$ cat src/rtl/regfile_scoreboard_pkg.sv
// Shared constants for the register-file scoreboard slice.
// Holds the architectural index width and the default geometry.
// Also provides the helper that maps a slot number back to its index.
package regfile_scoreboard_pkg;

    localparam int IDX_W     = 5;
    localparam int DEF_WIDTH = 32;
    localparam int DEF_NREGS = 3;
    localparam int DEF_BASE  = 5;

    // Architectural index of a slot; BASE+NREGS <= 32 keeps this in range
    function automatic logic [IDX_W-1:0] slot_idx(input int base, input int slot);
        return IDX_W'(base + slot);
    endfunction

endpackage

$ cat src/rtl/rf_scoreboard.sv
// Busy-bit scoreboard: RAW/WAW hazard check and outstanding-write count.
// issue_ready is combinational from the inputs; busy and pending update one edge later.
// A write-back clearing a slot in the same cycle unblocks that slot immediately.
module rf_scoreboard
    import regfile_scoreboard_pkg::*;
#(
    parameter int NREGS = DEF_NREGS,
    parameter int BASE  = DEF_BASE
) (
    input  logic             clk,
    input  logic             rst_n,
    input  logic             wb_we,
    input  logic [IDX_W-1:0] wb_rd,
    input  logic             issue_valid,
    input  logic [IDX_W-1:0] issue_rd,
    input  logic [IDX_W-1:0] issue_rs1,
    input  logic [IDX_W-1:0] issue_rs2,
    output logic             issue_ready,
    output logic [5:0]       pending
);

    logic [NREGS-1:0] busy_q;
    logic [NREGS-1:0] busy_d;
    logic [NREGS-1:0] clr_hit;
    logic [NREGS-1:0] set_hit;
    logic [NREGS-1:0] blocked;
    logic [5:0]       pending_q;
    logic [5:0]       pending_d;

    // Hazard check against effectively-busy slots, then next busy set and its popcount
    always_comb begin
        clr_hit   = '0;
        set_hit   = '0;
        blocked   = '0;
        pending_d = '0;
        for (int i = 0; i < NREGS; i++) begin
            clr_hit[i] = wb_we && (wb_rd == slot_idx(BASE, i));
            blocked[i] = busy_q[i] && !clr_hit[i] &&
                         ((issue_rd  == slot_idx(BASE, i)) ||
                          (issue_rs1 == slot_idx(BASE, i)) ||
                          (issue_rs2 == slot_idx(BASE, i)));
        end
        issue_ready = rst_n && (blocked == '0);
        for (int i = 0; i < NREGS; i++) begin
            set_hit[i] = issue_valid && issue_ready && (issue_rd == slot_idx(BASE, i));
        end
        // Set wins over a same-cycle clear
        busy_d = (busy_q & ~clr_hit) | set_hit;
        for (int i = 0; i < NREGS; i++) begin
            if (busy_d[i]) begin
                pending_d = pending_d + 6'd1;
            end
        end
    end

    // Busy bits and registered pending count; reset overrides issue and write-back
    always_ff @(posedge clk) begin
        if (!rst_n) begin
            busy_q    <= '0;
            pending_q <= '0;
        end else begin
            busy_q    <= busy_d;
            pending_q <= pending_d;
        end
    end

    assign pending = pending_q;

endmodule

$ cat src/rtl/regfile_scoreboard.sv
// Small windowed register file (indices BASE..BASE+NREGS-1) with scoreboard.
// Read ports have one cycle latency with write-back bypass; all_values is direct.
// issue_ready deasserts on RAW/WAW hazards against outstanding writes.
module regfile_scoreboard
    import regfile_scoreboard_pkg::*;
#(
    parameter int WIDTH = DEF_WIDTH,
    parameter int NREGS = DEF_NREGS,
    parameter int BASE  = DEF_BASE
) (
    input  logic                   clk,
    input  logic                   rst_n,
    input  logic                   wb_we,
    input  logic [IDX_W-1:0]       wb_rd,
    input  logic [WIDTH-1:0]       wb_value,
    input  logic [IDX_W-1:0]       rs1_addr,
    input  logic [IDX_W-1:0]       rs2_addr,
    output logic [WIDTH-1:0]       rs1_data,
    output logic [WIDTH-1:0]       rs2_data,
    input  logic                   issue_valid,
    input  logic [IDX_W-1:0]       issue_rd,
    input  logic [IDX_W-1:0]       issue_rs1,
    input  logic [IDX_W-1:0]       issue_rs2,
    output logic                   issue_ready,
    output logic [5:0]             pending,
    output logic [NREGS*WIDTH-1:0] all_values
);

    logic [WIDTH-1:0] regs_q [NREGS];
    logic [WIDTH-1:0] regs_d [NREGS];
    logic [WIDTH-1:0] rs1_data_q;
    logic [WIDTH-1:0] rs1_data_d;
    logic [WIDTH-1:0] rs2_data_q;
    logic [WIDTH-1:0] rs2_data_d;

    // Slot writes and read muxes; bypass only applies to mapped addresses,
    // so an unmapped read always returns 0
    always_comb begin
        rs1_data_d = '0;
        rs2_data_d = '0;
        for (int i = 0; i < NREGS; i++) begin
            regs_d[i] = regs_q[i];
            if (wb_we && (wb_rd == slot_idx(BASE, i))) begin
                regs_d[i] = wb_value;
            end
            if (rs1_addr == slot_idx(BASE, i)) begin
                rs1_data_d = regs_d[i];
            end
            if (rs2_addr == slot_idx(BASE, i)) begin
                rs2_data_d = regs_d[i];
            end
        end
    end

    // Data array and registered read ports
    always_ff @(posedge clk) begin
        if (!rst_n) begin
            for (int i = 0; i < NREGS; i++) begin
                regs_q[i] <= '0;
            end
            rs1_data_q <= '0;
            rs2_data_q <= '0;
        end else begin
            for (int i = 0; i < NREGS; i++) begin
                regs_q[i] <= regs_d[i];
            end
            rs1_data_q <= rs1_data_d;
            rs2_data_q <= rs2_data_d;
        end
    end

    assign rs1_data = rs1_data_q;
    assign rs2_data = rs2_data_q;

    // Flat dump of register contents
    for (genvar g = 0; g < NREGS; g++) begin : g_dump
        assign all_values[g*WIDTH +: WIDTH] = regs_q[g];
    end

    rf_scoreboard #(
        .NREGS (NREGS),
        .BASE  (BASE)
    ) u_sb (
        .clk         (clk),
        .rst_n       (rst_n),
        .wb_we       (wb_we),
        .wb_rd       (wb_rd),
        .issue_valid (issue_valid),
        .issue_rd    (issue_rd),
        .issue_rs1   (issue_rs1),
        .issue_rs2   (issue_rs2),
        .issue_ready (issue_ready),
        .pending     (pending)
    );

endmodule

$ cat config.mk
export PLATFORM = sky130hd
export DESIGN_NAME = regfile_scoreboard
export DESIGN_NICKNAME = d
export VERILOG_FILES = /design/src/rtl/regfile_scoreboard_pkg.sv /design/src/rtl/rf_scoreboard.sv /design/src/rtl/regfile_scoreboard.sv
export SDC_FILE = /design/constraint.sdc
export NUM_CORES = 1
export LEC_CHECK = 0
export ABC_AREA = 1
export BUFFER_PORTS_ARGS = -buffer_cell sky130_fd_sc_hd__buf_2
export CAP_MARGIN = 15
export CORE_MARGIN = 2
export CORE_UTILIZATION = 27
export DETAILED_ROUTE_END_ITERATION = 10
export HOLD_SLACK_MARGIN = 0.1
export PLACE_DENSITY = 0.59
export SLEW_MARGIN = 5
export SYNTH_ARGS = -nofsm -noshare
export SYNTH_HDL_FRONTEND = slang
export SYNTH_HIERARCHICAL = 1
export SYNTH_SLANG_ARGS = --single-unit
$ cat constraint.sdc
create_clock -name clk -period 2.5 [get_ports clk]
set_input_delay 0.125 -clock clk [delete_from_list [all_inputs] [get_ports clk]]
set_output_delay 0.125 -clock clk [all_outputs]
set_load 0.005 [all_outputs]
Word-level counts from Yosys, hierarchy flattened --
Memories as Yosys holds them, arrays and structs flattened. Index checks and enable logic that the tools add are counted.
Storage, ports and cells: memories kept 1, input bits 66, register bits after elaboration 73, memory bits (writable) 96, output and inout bits 167
Cells by class: add/subtract/negate cells 2, reductions and logical operators 24, equality and inequality tests 18, muxes and demuxes 17, bitwise gates (word level) 6
Memories:
- regs_q | words 3, width 32, read ports 3, clocked after memory_dff 0, write ports 3, RTL line regfile_scoreboard.sv:29 | logic [WIDTH-1:0] regs_q [NREGS];
Operator list (number):
- two-way mux 32 bit | 12
- equality test 5 x 3 -> 1 bit (second input constant) | 18
- logical AND 1 bit | 14
- two-way mux 6 bit | 2
- adder 6 x 1 -> 6 bit (second input constant) | 1
- logical OR 1 bit | 6
- bitwise AND 3 bit | 1
- logical NOT 1 bit | 3
- logical NOT 3 bit | 1
- two-way mux 1 bit | 3
- inverter 3 bit | 1
- bitwise OR 1 bit | 3
- bitwise OR 3 bit | 1
- adder 1 x 1 -> 2 bit (second input constant) | 1

Depth between registers and ports, before layout --
Gate-level depths: netlist of run 1.
word-level depth 15, gate-level depth with buffers 16

By module --
Netlist of run 1, hierarchy kept.
Modules (own cells, without submodules):
- regfile_scoreboard | area each 7993.9 um^2, cells an instance 1221, times used 1
- rf_scoreboard | area each 525.5 um^2, cells an instance 88, times used 1

Least setup slack after synthesis of run 1 --
OpenSTA, ideal clock, no wires.
path kind input to register, start point in wb_rd[3], end point reg u_sb.pending_q[0] (netlist: u_sb/pending[0]), cell stages on the path 14, path buffers 0, data arrival time 1249 ps, path slack 1139 ps, cells stage by stage inv_1 -> nand2_1 -> inv_1 -> nand3_1 -> nand2_2 -> inv_1 -> nand2_2 -> nand2_2 -> nor2_4 -> nand3_1 -> nand2_2 -> ha_1 -> nor2_1 -> nor2_1
On the way: longest elaborated chain between the ends 15, elaborated cells between the ends (all ways) 29, those cells by class add/sub: 2; eq/ne: 3; mux: 3; bitwise: 3; reduce/logical: 18
Ends and longest elaborated chain:
- start: declaration | RTL line regfile_scoreboard.sv:14 | input logic [IDX_W-1:0] wb_rd,
- equality test 5 x 3 -> 1 bit | RTL line rf_scoreboard.sv:37 | clr_hit[i] = wb_we && (wb_rd == slot_idx(BASE, i));
- logical AND 1 bit | RTL line rf_scoreboard.sv:37
- logical NOT 1 bit | RTL line rf_scoreboard.sv:38 | blocked[i] = busy_q[i] && !clr_hit[i] &&
- logical AND 1 bit (2 in a row) | RTL line rf_scoreboard.sv:38
- logical NOT 3 bit (*) | RTL line rf_scoreboard.sv:43 | issue_ready = rst_n && (blocked == '0);
- logical AND 1 bit (*) | RTL line rf_scoreboard.sv:43
- via issue_ready | RTL line regfile_scoreboard.sv:24 | output logic issue_ready,
- logical AND 1 bit (*) (2 in a row) | RTL line rf_scoreboard.sv:45 | set_hit[i] = issue_valid && issue_ready && (issue_rd == slot_idx(BASE, i));
- bitwise OR 3 bit (*) | RTL line rf_scoreboard.sv:48 | busy_d = (busy_q & ~clr_hit) | set_hit;
- via u_sb.busy_d[0] | RTL line rf_scoreboard.sv:23 | logic [NREGS-1:0] busy_d;
- two-way mux 1 bit (*) | RTL line rf_scoreboard.sv:50 | if (busy_d[i]) begin
- adder 1 x 1 -> 2 bit | RTL line rf_scoreboard.sv:51 | pending_d = pending_d + 6'd1;
- two-way mux 6 bit (*) | RTL line rf_scoreboard.sv:50
- adder 6 x 1 -> 6 bit | RTL line rf_scoreboard.sv:51
- two-way mux 6 bit (*) | RTL line rf_scoreboard.sv:50
- end signal: assignment | RTL line rf_scoreboard.sv:63 | pending_q <= pending_d;
- end: declaration | RTL line rf_scoreboard.sv:27 | logic [5:0] pending_q;
Mark *: on every way through the listed nets, which the timed path passes. The rest lies on a longest branch. A chain may end at the register's enable or synchronous reset.

Worst setup path in the final report of run 1 --
start point in rs1_addr[1], end point reg rs1_data_q[30] (netlist: rs1_data[30])
On the way: longest elaborated chain between the ends 4, elaborated cells between the ends (all ways) 6, those cells by class eq/ne: 3; mux: 3
Ends and longest elaborated chain:
- start: declaration | RTL line regfile_scoreboard.sv:16 | input logic [IDX_W-1:0] rs1_addr,
- equality test 5 x 3 -> 1 bit | RTL line regfile_scoreboard.sv:46 | if (rs1_addr == slot_idx(BASE, i)) begin
- two-way mux 32 bit (2 in a row) | RTL line regfile_scoreboard.sv:46
- two-way mux 32 bit (*) | RTL line regfile_scoreboard.sv:46
- end signal: assignment | RTL line regfile_scoreboard.sv:67 | rs1_data_q <= rs1_data_d;
- end: declaration | RTL line regfile_scoreboard.sv:31 | logic [WIDTH-1:0] rs1_data_q;
Mark *: on every way between the ends. The rest lies on a longest branch, timed or not.

==> impl_results.md, run 1 <==
* Fmax at 0.606 GHz
* Std-Cell Rows at 65
* Register bit count reported by yosys at roughly 170
* Wire per inst at 16.3 um
* Final Critical Period at 1.65 ns
* Core Region at 31,300 um2
* Min-delay worst type: in -> reg
* Total Wirelength at 31.9 mm
* Initial DRC Count at a little over 800
* Final setup viols at 0
* Clock transition at path regs at 0.07 ns
* Largest net degree at the start of global routing at 69
* Clk_lat worst skew at 0.44 ns
* Vias post-DR at 9,591
* Worst hold stages at 6
* Gp weighted congestion at 0.821
* VDD IR max at 0.000454 V
* Die Ht at 182 um
* Yosys cell types at 26
* Aggregate negative setup slack at 0 ns
* RSZ-0062 raised after global routing: false
* Total power at 6.08 mW
* Worst-Margin Slew at about 0.86 ns
* Asr flop ratio synth at 0%
* Slew margin rel. at 42.5%
* Clk sink count at 166
* Layout Area Growth over Synthesis at 30.0%
* First-pass GRT wire length at 49.4 mm
* Worst Path Max Fanout at 31
* Req. time, crit path at 2.84 ns
* Mapped cell area at 8520 um2
* Initial Util at a little over a quarter
* Die W at 182 um
* Vias in the first global route at 9,019
* Crit share post-route at 66.0%
* Clock buffer depth at 2
* Top_reg_cell synth: dfxtp_1
* Worst Path Arrival at 1.99 ns
* Antenna diodes at 0
* R2R depth at 10
* DR DRC count at 0
* Pleak at 5.89 nW
* IO buf count at around 230
* Outcome: completed
* Root Buffer: clkbuf_16
* Congestion Overflow GR at 0
* Clock buffer count from CTS at 17
* Post-DRT Antenna Nets at 0
* Clock skew at 0.0118 ns
* Initial antenna violation count at 0
* # H-tree levels at 4
* Share of cells above drive strength 1 at 21.9%
* Max-Cap Viols at 0
* Power Density at 549 nW/um2
* Yosys warns at 6
* Fin. max-slew vios at 0
* Top Ports at 233
* Synth Instances at 1,309
* Post-DP HPWL at 21.2 mm
* EDFF count, synth at 0
* GRT Total Usage at 19.2%
* Critical Path Source Type: primary input
* Final #Nets at 1,605
* CTS tree: done
* Vias per cell at a little under 5
* Post-CTS Setup Inserts at 0
* Post-synthesis sequential area ratio at 39.0%
* Syn Area/Cell at 6.51 um2
* Finished Cell Area at 11,100 um2
* Pre-Repair DR Iteration Count at 5
* Final hold vios at 0
* Post-DP Area at 10,100 um2
* Setup Crit Path Kind: in -> reg
* Die Footprint at approximately 33,000 um2
* Worst setup EP type: register
metal layers:
metal  global-route usage (%)  wire length [um]  share of wire, %
met2                     31.6             14300                45
met3                     3.95              2520               7.9
met1                     24.8             14300                45
met5                        0                 0                 0
met4                     7.09               763               2.4
synthesized netlist by cell type (all sizes together) (3+ instances only):
| cell type | n | area share (%) |
|---|---|---|
| nand2 | 307 | 14 |
| nand3 | 262 | 16 |
| inv | 226 | 10 |
| dfxtp | 166 | 39 |
| nand4 | 110 | 8.2 |
| nor2 | 79 | 3.9 |
| a21oi | 65 | 3.9 |
| buf | 61 | 3.7 |
| clkbuf | 25 | 1.1 |
| nor3 | 3 | 0.23 |
kinds of logic after synthesis:
| group | after synthesis | share of synthesized area [%] |
|---|---|---|
| compound gates | 66 | 3.95 |
| fa+ha+maj | 1 | 0.147 |
| buf+inv | 313 | 14.8 |
| flops | 166 | 39.0 |
| other cells | 1 | 0.0440 |
| simple gates | 762 | 42.1 |
placed cells by master (no fill, tap or decap), types with 2 or more instances in the layout:
cell type,count
nand3_1,258
nand3_2,3
nor3_2,2
inv_4,2
nand2_2,19
buf_2,228
a21oi_1,64
nor2_2,5
inv_8,2
nor2_1,66
nand4_1,109
clkbuf_16,17
inv_1,219
nor2_4,8
clkinv_4,3
dfxtp_1,166
dlygate4sd3_1,34
buf_4,27
clkbuf_8,2
buf_12,5
inv_6,5
inv_2,6
bufinv_16,2
nand2_1,288
conb_1,3
timing repair:
action                                 in CTS  in global routing
hold buffers                               34                  0
endpoints found under the hold margin      50                  0
setup endpoints to repair                   0                  0
resized for setup                           0                  0
final cells by class:
cell class / count / area [um2]
clock buffer: 19 / 453
timing repair buffer: 294 / 1780
inverter: 227 / 857
fill: 3369 / 20200
clock inverter: 13 / 160
multi-input combinational: 832 / 4000
sequential: 166 / 3320
tap: 402 / 503
through the flow:
step	setup WS, ns	std cells	utilization [%]	hold WS (ns)
final	0.850	1953	35.4	0.160
after detailed placement	0.596	1887	32.3	0.476
after global placement	0.636	1887	32.3	0.466
after CTS	0.889	1953	35.4	0.143
after global routing	0.779	1953	35.4	0.182
after floorplan	1.14	1311	-	0.223
sequential cells by signal, summed over array words and instances, names as in the netlist:
name,flops
u_sb/pending,3
rs2_data,32
u_sb/busy_q,3
rs1_data,32
regs_q,96
path summary, 6_finish.rpt:
check        slack [ns]            from         endpoint
max                0.85     rs1_addr[1]     rs1_data[30]
max reg2reg        0.97  u_sb/busy_q[2]  u_sb/pending[0]
min reg2reg        0.51   regs_q[0][50]    regs_q[0][50]
min                0.16     issue_rd[3]   u_sb/busy_q[1]
critical path, cell delays in order:
cell and delay [ns]:
dlygate4sd3_1 0.53, buf_2 0.15, nand3_1 0.13, nor2_4 0.06
inv_2 0.63, nand3_1 0.21, nand2_1 0.10, inv_1 0.04
power breakdown:
group	switching [mW]	leakage (nW)	internal, mW
Clock	1.24	0.299	1.56
Sequential	0.0147	1.34	2.67
Combinational	0.389	4.25	0.198
Total	1.65	5.89	4.43
(Power assumes the default switching activity.)
==> inputs of run 2 (changes only) <==
Clock period 2.5 ns to 1.65 ns, I/O delays scaled along.
==> run 2 against run 1 <==
Cell count up 0.67%. Critical path depth down 1. Critical path type is now reg -> out. Largest cell class unchanged. First-iteration DRC count up 1.3%. Non-clock buffer count increased by 13.
==> impl_results.md, run 2 (same netlist as run 1, synthesis figures left out) <==
* Clock buffer count from CTS at 17 (unchanged)
* Std-Cell Rows at 65 (unchanged)
* Pre-Repair DR Iteration Count at 5 (unchanged)
* GR Layer Usage met3 at 3.33% (-0.62 points)
* Clk_lat worst skew at 0.44 ns (about the same)
* Critical Path Source Type: register
* Fin. max-slew vios at 0 (unchanged)
* Commonest non-fill, non-tap cell in the layout: nand2_1
* Top Ports at 233 (unchanged)
* Worst setup EP type: output port
* Outcome: completed
* Die Footprint at 33,000 um2 (unchanged)
* Worst Path Max Fanout at 3 (-90%)
* Final #Nets at 1,618 (+0.81%)
* DR DRC count at 0 (unchanged)
* Total power at 8.95 mW (+47%)
* Most flops, register: regs_q
* Pleak at 5.97 nW (+1.3%)
* Placed cell count at 1,899 (+0.64%)
* Layout Area Growth over Synthesis at 32.7%
* Antenna diodes at 0 (unchanged)
* Met2 Use GR at 30.3% (-1.2 points)
* Max-Cap Viols at 0 (unchanged)
* Die Ht at 182 um (unchanged)
* IO buf count at 229 (unchanged)
* Post-CTS Setup Inserts at 0 (unchanged)
* DP Worst Slack at 0.0576 ns (-0.538 ns)
* Clk sink count at 166 (unchanged)
* RSZ-0062 raised after global routing: false
* Core Region at 31,300 um2 (unchanged)
* Gp weighted congestion at 0.835 (+1.7%)
* Final Critical Period at 1.50 ns
* Fmax at 0.666 GHz
* Final hold vios at 0 (unchanged)
* Most Crowded Layer GR: met2
* Wire per inst at 16.1 um (-1.3%)
* Post-DRT Antenna Nets at 0 (unchanged)
* Post-route insts no fill at 1,966 (+0.67%)
* Setup Crit Path Kind: reg -> out
* Worst path slowest cell: dfxtp_1
* Vias per cell at 4.87 (-0.92%)
* Final setup viols at 0 (unchanged)
* Initial Util at 27.2% (unchanged)
* Post-DP HPWL at 21.5 mm (+1.5%)
* Total Wirelength at 31.7 mm (-0.65%)
* Worst Path Buf+Inv at 3 (-1)
* Root Buffer: clkbuf_16
* Layout fillers at 3,337 (-0.95%)
* CP max stage delay at 0.31 ns (-0.32 ns)
* VDD IR max at 0.000692 V (+52%)
* Power Density at 791 nW/um2 (+44%)
* Die W at 182 um (unchanged)
* Met1 GRT Util at 25.1% (+0.31 points)
* Final setup margin at 0.148 ns (-0.702 ns)
* Clock buffer depth at 2 (unchanged)
* Family with the most delay on the worst path: flip-flops
* Initial antenna violation count at 0 (unchanged)
* Vias post-DR at 9,566 (-0.26%)
* Critical path cell sequence: inv_1 -> a21oi_1 -> nand2_1 -> nand2_2 -> nor2_4 -> buf_4 -> buf_2
* Worst Path Arrival at 1.42 ns (-0.57 ns)
* Req. time, crit path at 1.57 ns (-1.27 ns)
* Clock skew at 0.0147 ns (+0.00287 ns)
* Largest net degree at the start of global routing at 60 (-13%)
* Crit share post-route at 91.0%
* Aggregate negative setup slack at 0 ns (unchanged)
* GRT Total Usage at 18.9% (-0.33 points)
* Vias in the first global route at 8,711 (-3.4%)
* Clock transition at path regs at 0.07 ns (about the same)
* Most frequent cells in the layout: 288 x nand2_1, 258 x nand3_1, 228 x buf_2
* Initial DRC Count at 831 (+1.3%)
* First-pass GRT wire length at 48.2 mm (-2.3%)
* Max reg flops at 96 (unchanged)
* Congestion Overflow GR at 0 (unchanged)
* # H-tree levels at 4 (unchanged)
* Share of cells above drive strength 1 at 22.6% (+0.65 points)
* CTS tree: done
* Min-delay worst type: in -> reg
## run 2: what timing repair did
item / in CTS / in global routing
hold buffers: 35 / 0
endpoints found under the hold margin: 107 / 0
endpoints found under the setup margin: 0 / 2
resized for setup: 0 / 3
## run 2: worst paths after layout
check / from / end / slack (ns) / cells past startpoint
worst max register to register: u_sb/busy_q[0] / u_sb/pending[0] / 0.16 / 11
worst min register to register: regs_q[0][50] / regs_q[0][50] / 0.51 / 2
worst min-delay path: wb_rd[2] / u_sb/busy_q[1] / 0.15 / 6
worst max-delay path: u_sb/busy_q[0] / issue_ready / 0.15 / 7
## run 2: power breakdown
part           internal [mW]  total, mW  switching [mW]
combinational          0.344      0.944           0.601
clock                   2.02       3.93            1.92
sequential              4.05       4.07          0.0221
## run 2: worst reg2reg max path, delay by kind of cell, from the launching register on
family | cells | cell delay [ns]
flip-flops | 1 | 0.31
AND/OR/NAND/NOR | 8 | 0.60
buffers and inverters | 1 | 0.04
adder cells (fa/ha/maj) | 1 | 0.32
AO/OA/AOI/OAI | 1 | 0.16
## run 2: layout make-up
class	instances	area (um2)	area share, %
Inverter	227	857	7.58
Clock inverter	13	114	1.01
Timing Repair Buffer	307	2060	18.2
Clock buffer	19	443	3.92
Multi-Input combinational cell	832	4000	35.4
Sequential cell	166	3320	29.4
Tap cell	402	503	4.45
## run 2: stage by stage
| step | utilization (%) | cell area (um2) | hold WS (ns) |
|---|---|---|---|
| finish | 36.1 | 11300 | 0.146 |
| global route | 36.1 | 11300 | 0.147 |
| CTS | 36.1 | 11300 | 0.118 |
| detailed placement | 33.2 | 10400 | 0.430 |
| global placement | 33.2 | 10400 | 0.423 |
| floorplan | - | 8530 | 0.180 |
## run 2: routing by layer
layer / vias up / routed length [um]
met2: 447 / 14400
met5: - / 0
met1: 4357 / 14200
met3: 48 / 2330
li1: 4714 / -
met4: 0 / 733
==> inputs of run 3 (changes only) <==
Settings changed: SETUP_SLACK_MARGIN set to 0.3.
==> run 3 against run 2 <==
Global-route usage up 1.0 points. Cell count rose by 0.36%. Combinational power is 2% higher. Fmax increased by 3.1%. Setup slack improved by 0.046 ns. Critical endpoint is now u_sb/pending[0]. Sequential power about the same. Critical path depth up 3. Critical path type is now reg -> reg.
==> impl_results.md, run 3 (same netlist as run 1, synthesis figures left out) <==
* Outcome: completed
* Finished Cell Area at 11,500 um2 (+1.7%)
* DR DRC count at 0 (unchanged)
* Total power at 9.45 mW (+5.6%)
* Core Region at 31,300 um2 (unchanged)
* Pleak at 6.07 nW (+1.7%)
* Req. time, crit path at 2.03 ns (+0.46 ns)
* Worst-Margin Slew at roughly 0.66 ns
* Clock transition at path regs at 0.07 ns (about the same)
* VDD IR max at 0.000642 V (-7.2%)
* Aggregate negative setup slack at 0 ns (unchanged)
* Hold WS at 0.196 ns (+0.0494 ns)
* Share of cells above drive strength 1 at 23.5% (+0.92 points)
* Fmax at 0.687 GHz (+3.1%)
* Antenna diodes at 0 (unchanged)
* Critical Path Source Type: register
* Fin. max-slew vios at 0 (unchanged)
* Vias post-DR at 9,789 (+2.3%)
* Register Area at 3320 um2 (about the same)
* Final setup viols at 0 (unchanged)
* Congestion Overflow GR at 0 (unchanged)
* Final Critical Period at 1.46 ns (-0.0456 ns)
* Top Ports at 233 (unchanged)
* Vias per cell at 4.96 (+2.0%)
* GRT Total Usage at 19.9% (+1.0 points)
* Clock skew at 0.00820 ns (-0.00651 ns)
* Die W at 182 um (unchanged)
* Vias in the first global route at 9,620 (+10%)
* Gp weighted congestion at 0.875 (+4.7%)
* Post-DP HPWL at 22.0 mm (+2.3%)
* Setup Crit Path Kind: reg -> reg
* Commonest non-fill, non-tap cell in the layout: nand2_1
* Post-DP Area at 10,400 um2 (+0.11%)
* Worst Path Max Fanout at 4 (+1)
* Clk_lat worst skew at 0.44 ns (about the same)
* Wire per inst at 16.8 um (+4.0%)
* Root Buffer: clkbuf_16
* CTS tree: done
* Initial Util at 27.2% (unchanged)
* Layout Area Growth over Synthesis at 35.0%
* Crit share post-route at 88.3% (-2.8 points)
* Die Footprint at 33,000 um2 (unchanged)
* Clock buffer count from CTS at 17 (unchanged)
* Slew margin rel. at 56.1%
* Area of the multi-input gates at 4060 um2 (+1.5%)
* Clk sink count at 166 (unchanged)
* Pre-Repair DR Iteration Count at 7 (+2)
* Min-delay worst type: in -> reg
* Layout fillers at 3,327 (-0.30%)
* Final hold vios at 0 (unchanged)
* Most flops, register: regs_q
* Clock buffer depth at 2 (unchanged)
* Most frequent cells in the layout: 286 x nand2_1, 255 x nand3_1, 229 x buf_2
* IO buf count at 229 (unchanged)
* Initial DRC Count at 686 (-17%)
* Worst Path Arrival at 1.84 ns (+0.42 ns)
* # H-tree levels at 4 (unchanged)
* Final #Nets at 1,626 (+0.49%)
* First-pass GRT wire length at 50.8 mm (+5.3%)
* Max reg flops at 96 (unchanged)
* Die Ht at 182 um (unchanged)
* Std-Cell Rows at 65 (unchanged)
* Initial antenna violation count at 0 (unchanged)
* Worst setup EP type: register
* Largest net degree at the start of global routing at 50 (-17%)
* Max-Cap Viols at 0 (unchanged)
* Total Wirelength at 33.1 mm (+4.3%)
* Power Density at 822 nW/um2 (+3.8%)
* RSZ-0062 raised after global routing: true
* Post-DRT Antenna Nets at 0 (unchanged)
-- run 3: metal layers --
metal,GRT usage (%),part of all wire (%),up-vias
met5,0,0,-
met4,9.50,3.5,0
met3,3.57,6.5,81
met2,34.6,48,446
met1,23.8,42,4552
li1,-,-,4710
-- run 3: through the flow --
step | cells | util (%) | setup slack (ns)
after global placement | 1900 | 33.2 | 0.0989
after CTS | 1970 | 36.6 | 0.244
after floorplan | 1311 | - | 0.314
final | 1973 | 36.7 | 0.193
after global routing | 1973 | 36.7 | 0.126
after detailed placement | 1900 | 33.2 | 0.0729
-- run 3: cell type report --
class,instances,area share [%]
Clock buffer,18,3.82
Inverter,227,7.44
Clock inverter,13,1.71
Multi-Input combinational cell,832,35.3
Timing Repair Buffer,315,18.4
Sequential cell,166,28.9
Tap cell,402,4.37
-- run 3: what timing repair did --
action / 4_1_cts / 5_1_grt
endpoints found under the hold margin: 97 / 0
hold buffers: 36 / 0
buffers inserted: 3 / 3
resized for setup: 8 / 6
pin swaps: 5 / 8
endpoints found under the setup margin: 4 / 5
-- run 3: power breakdown --
part	internal, mW	total, mW	switching, mW
Combinational	0.349	0.961	0.612
Clock	2.59	4.42	1.83
Sequential	4.05	4.07	0.0216
-- run 3: final timing paths --
path              cells after the start  slack, ns      startpoint               to
hold / removal                        5       0.20        wb_rd[1]   u_sb/busy_q[0]
setup reg to reg                     10       0.19  u_sb/busy_q[2]  u_sb/pending[0]
setup / recovery                     10       0.19  u_sb/busy_q[2]  u_sb/pending[0]
hold reg to reg                       2       0.51   regs_q[0][50]    regs_q[0][50]
-- run 3: critical path, cell delays in order (launching register included) --
cell and delay (ns):
dfxtp_1 0.30, a21boi_2 0.15, nand2_1 0.07, nand2_2 0.06, nor2_4 0.15, nand3_2 0.11
nand2_2 0.11, ha_4 0.21, nand2_4 0.07, nand2_1 0.05, nor2_1 0.10
